$ cat src/rtl/fifo_wr_arbiter.sv
// fifo_wr_arbiter
//   Round-robin write arbiter that lets NREQ producers share one FIFO write
//   port. Each grant lasts until the owner has written BURST_MAX beats or
//   drops its valid. Every grant costs one idle arbitration cycle.
//
// Ports
//   clk         in   clock, all state on the rising edge
//   rst         in   asynchronous, active-high reset
//   req_valid   in   [NREQ]      per-producer data valid
//   req_data    in   [NREQ*DW]   producer i data in bits [i*DW +: DW]
//   req_ready   out  [NREQ]      per-producer accept (owner only)
//   fifo_full   in               shared FIFO full flag (stalls the owner)
//   fifo_wr_en  out              FIFO write strobe
//   fifo_wdata  out  [DW]        FIFO write data (0 when idle)
//   grant_id    out  [clog2(NREQ)] current owner, 0 when idle
//   busy        out              a producer owns the FIFO
//   beat_cnt    out  [16]        accepted beats since reset (wraps)
module fifo_wr_arbiter #(
  parameter int NREQ      = 4,
  parameter int DW        = 8,
  parameter int BURST_MAX = 4
) (
  input  logic                      clk,
  input  logic                      rst,
  input  logic [NREQ-1:0]           req_valid,
  input  logic [NREQ*DW-1:0]        req_data,
  output logic [NREQ-1:0]           req_ready,
  input  logic                      fifo_full,
  output logic                      fifo_wr_en,
  output logic [DW-1:0]             fifo_wdata,
  output logic [$clog2(NREQ)-1:0]   grant_id,
  output logic                      busy,
  output logic [15:0]               beat_cnt
);

  localparam int IW = $clog2(NREQ);

  typedef enum logic {
    IDLE = 1'b0,
    OWN  = 1'b1
  } state_t;

  state_t          state_q, state_d;
  logic [IW-1:0]   owner_q, owner_d;
  logic [IW-1:0]   rr_ptr_q, rr_ptr_d;
  logic [4:0]      burst_q, burst_d;
  logic [15:0]     beat_cnt_q, beat_cnt_d;
  logic            busy_q;
  logic [IW-1:0]   grant_q;

  logic            pick_found;
  logic [IW-1:0]   pick_idx;
  logic [IW-1:0]   cand;
  logic            owner_valid;
  logic            transfer;
  logic            burst_last;
  logic [IW-1:0]   owner_next;

  // First valid requester searching upward from rr_ptr with wrap-around.
  always_comb begin
    pick_found = 1'b0;
    pick_idx   = '0;
    cand       = '0;
    for (int unsigned k = 0; k < NREQ; k++) begin
      cand = IW'((32'(rr_ptr_q) + k) % 32'(NREQ));
      if (!pick_found && req_valid[cand]) begin
        pick_found = 1'b1;
        pick_idx   = cand;
      end
    end
  end

  assign owner_valid = req_valid[owner_q];
  assign transfer    = (state_q == OWN) && owner_valid && !fifo_full;
  assign burst_last  = (burst_q == 5'(BURST_MAX - 1));
  assign owner_next  = IW'((32'(owner_q) + 32'd1) % 32'(NREQ));

  always_comb begin
    state_d    = state_q;
    owner_d    = owner_q;
    rr_ptr_d   = rr_ptr_q;
    burst_d    = burst_q;
    beat_cnt_d = beat_cnt_q;
    case (state_q)
      IDLE: begin
        if (pick_found) begin
          owner_d = pick_idx;
          burst_d = '0;
          state_d = OWN;
        end
      end
      OWN: begin
        // A full FIFO only stalls; ownership is lost solely by the owner
        // dropping valid or by completing the last beat of the burst.
        if (transfer) begin
          burst_d    = burst_q + 5'd1;
          beat_cnt_d = beat_cnt_q + 16'd1;
        end
        if (!owner_valid || (transfer && burst_last)) begin
          state_d  = IDLE;
          rr_ptr_d = owner_next;
        end
      end
      default: state_d = IDLE;
    endcase
  end

  // busy/grant_id are registered from the next state so they change in
  // lockstep with state_q without adding a decode path to the outputs.
  always_ff @(posedge clk or posedge rst) begin
    if (rst) begin
      state_q    <= IDLE;
      owner_q    <= '0;
      rr_ptr_q   <= '0;
      burst_q    <= '0;
      beat_cnt_q <= '0;
      busy_q     <= 1'b0;
      grant_q    <= '0;
    end else begin
      state_q    <= state_d;
      owner_q    <= owner_d;
      rr_ptr_q   <= rr_ptr_d;
      burst_q    <= burst_d;
      beat_cnt_q <= beat_cnt_d;
      busy_q     <= (state_d == OWN);
      grant_q    <= (state_d == OWN) ? owner_d : '0;
    end
  end

  always_comb begin
    req_ready  = '0;
    fifo_wdata = '0;
    if (state_q == OWN) begin
      req_ready[owner_q] = !fifo_full;
      fifo_wdata         = req_data[32'(owner_q) * DW +: DW];
    end
  end

  assign fifo_wr_en = transfer;
  assign busy       = busy_q;
  assign grant_id   = grant_q;
  assign beat_cnt   = beat_cnt_q;

endmodule

$ cat config.mk
export PLATFORM = sky130hd
export DESIGN_NAME = fifo_wr_arbiter
export DESIGN_NICKNAME = d
export VERILOG_FILES = /design/src/rtl/fifo_wr_arbiter.sv
export SDC_FILE = /design/constraint.sdc
export NUM_CORES = 1
export LEC_CHECK = 0
export CAP_MARGIN = 20
export CORE_MARGIN = 4
export CORE_UTILIZATION = 43
export CTS_CLUSTER_DIAMETER = 50
export DETAILED_ROUTE_END_ITERATION = 6
export HOLD_SLACK_MARGIN = 0.08
export PLACE_DENSITY = 0.81
export RECOVER_POWER = 25
export SYNTH_ARGS = -nofsm -noshare
export SYNTH_HDL_FRONTEND = slang
export SYNTH_SLANG_ARGS = --single-unit
$ cat constraint.sdc
create_clock -name clk -period 2.74 [get_ports clk]
set_input_delay 0.822 -clock clk [delete_from_list [all_inputs] [get_ports clk]]
set_output_delay 0.822 -clock clk [all_outputs]
set_load 0.005 [all_outputs]
==> flow_metrics.tcl <==
set metrics [dict create \
    status "complete, no violations" \
    syn-cell-area_sq_um 1692 \
    grt_pass1_vias 1535 \
    tightest_slew_ns 1.478 \
    nets 276 \
    ys.flop_type "dfrtp_1" \
    power.total_mw 2.107 \
    dr.pass1.iters 4 \
    power_density_nw_per_um2 825.3 \
    ir_worst_vdd_v 0.0005354 \
    clk_latency_ns 0.28 \
    synth_nets 193 \
    row_count 22 \
    antenna_found_initial 0 \
    core_area_sq_um 3744 \
    fmax_ghz 0.3714 \
    relSlewSlack_pct 1.446 \
    ys_types 37 \
    critPathCaptureType "primary output" \
    setup_ws_ns 0.04759 \
    fin_crit_sh_pct 98.26 \
    die_area_sq_um 5001 \
    multi_input_comb_area_sq_um 948.4 \
    cpPeakStageDelay_ns 0.49 \
    syn_avg_cell_area_sq_um 11.43 \
    drive_above_1_share_pct 20.00 \
    yosysSeqAreaShare_pct 41.42 \
    drtIter0Drc 55 \
    grt_overflow_total 0 \
    cts_root_buf "clkbuf_8" \
    diodes 0 \
    synth_top_cell_area_share_pct 41.42 \
    drv_slew 0 \
    fin_cells 278 \
    synthTopCellsByArea "dfrtp_1 (41%), mux4_2 (12%), xnor2_1 (6.2%)" \
    ant_nets 0 \
    fin_crit_ns 2.692 \
    crit_arrival_ns 1.87 \
    rsz0062_at_grt "no" \
    filler_cell_count 301 \
    globalplace.congestion 0.7923 \
    synth_top_area_cell "dfrtp_1" \
    track_usage_pct 18.31 \
    place_hpwl_mm 3.587 \
    synthArstFlopShare_pct 100.0 \
    htreeDepth 1 \
    hp-class "reg -> reg" \
    crit_buf_inv 2 \
    port_buffers 70 \
    critPathMaxFanout 2 \
    start_kind "primary input" \
    grt_pass1_wl_mm 7.376 \
    die_h_um 70.72 \
    wl_per_cell_um 16.11 \
    vias_per_cell 5.187 \
    start_util_pct 45.19 \
    pre_cts_slack_ns -0.4822 \
    critPathSlowestCell "mux4_2" \
    worstSetupPathType "in -> out" \
    hold_viol_final 0 \
    yosysMostFrequentCell "dfrtp_1" \
    cts_tree "built" \
    ff_latch_area_sq_um 700.7 \
    die_w_um 70.72 \
    final-setup-viol-count 0 \
    netlist_top_cells_count "dfrtp_1 (28), and2_1 (14), xnor2_1 (12), nand2_1 (11), mux4_2 (9)" \
    maxCapViolCount 0 \
    numCtsBuffers 3 \
    required_ns 1.92 \
    drc 0 \
    p_leak_nw 1.230 \
    crit_family "multiplexers" \
    finalWirelength_mm 4.479 \
    clock_sinks 28 \
    place_inst 272 \
    yosys_warnings 0 \
    clockBufferDepth 2 \
    fin_worst_skew_ns 0.007925 \
    num_vias 1442 \
    area_delta_synth_final_pct 50.89 \
    cp_cell_sequence "dlygate4sd2_1, mux4_2, and2_4, buf_2" \
    clkTransAtPathRegs_ns 0.10 \
    synth_edf_count 0 \
    ys_ff_latch 28 \
    grt_max_degree 29 \
    top_level_ports 71 \
    synthCells 148 \
]
layout make-up:
type | instances | area share (%)
flip-flops and latches | 28 | 27.45
clock inverters | 1 | 1.176
clock buffers | 3 | 1.618
multi-input cells | 109 | 37.16
well taps | 48 | 2.353
repair buffers | 84 | 29.51
inverters | 5 | 0.7353
metrics by stage:
stage,utilization (%),hold slack (ns),setup TNS (ns),area (sq um)
finish,68.18,0.4781,0,2552
global route,68.18,0.5131,0,2552
CTS,67.98,0.4863,0,2545
detailed placement,67.18,0.4688,-4.629,2515
global placement,67.18,0.4577,-4.431,2515
floorplan,-,0.4493,0,1692
cell usage in the layout, fill, tap and decap left out, types with 2 or more instances in the layout:
cell type        instances
dlygate4sd2_1           40
dfrtp_1                 28
clkdlybuf4s50_1         19
xnor2_1                 12
buf_4                   12
nand2_1                 11
mux4_2                   9
and2_1                   8
and2_4                   6
ha_1                     6
nand3_1                  5
nand4_1                  5
mux2i_1                  5
inv_1                    5
nor2_1                   5
buf_6                    5
and3_1                   4
xor2_1                   4
buf_2                    4
and4_1                   3
o21ai_0                  3
a21oi_1                  3
clkbuf_8                 3
nand2b_1                 2
mux2_4                   2
flip-flops by register name, summed over array words and instances (netlist names):
register	count
beat_cnt	16
burst_q	5
grant_id	2
owner_q	2
rr_ptr_q	2
busy	1
power by group:
group	leakage [nW]	switching, mW	internal [mW]
logic	0.827	0.456	0.702
clock network	0.0357	0.129	0.196
registers	0.367	0.108	0.517
routing by layer:
metal,wire (um),track usage (%)
met5,0,0
met4,44,5.010
met3,166,2.415
met2,2506,34.71
met1,1762,21.44
worst paths after layout:
check                      slack (ns)      endpoint         start  cells past startpoint
setup / recovery                 0.05    fifo_wr_en  req_valid[2]                      4
hold / removal                   0.48  beat_cnt[15]  beat_cnt[15]                      1
setup reg to reg                 0.71   rr_ptr_q[1]    owner_q[0]                      6
hold reg to reg                  0.48  beat_cnt[15]  beat_cnt[15]                      1
max in group asynchronous        0.40  beat_cnt[11]           rst                      3
min in group asynchronous        1.48  beat_cnt[14]           rst                      3
kinds of logic (layout without fill, tap and decap cells):
kind of cell	after synthesis	count (layout)	share of synthesized area [%]
fa+ha+maj	6	6	4.438
compound gates	13	13	5.622
simple gates	58	58	20.04
xor+xnor	16	16	8.284
mux	16	16	16.72
buf+inv	11	93	3.477
flops	28	28	41.42
what timing repair did:
item,in CTS,in global routing
gates resized for setup,86,3
pin swaps,8,0
setup endpoints to repair,13,1
setup buffers,2,0
hold buffers,0,0
Power figures use the tool's default switching activity.
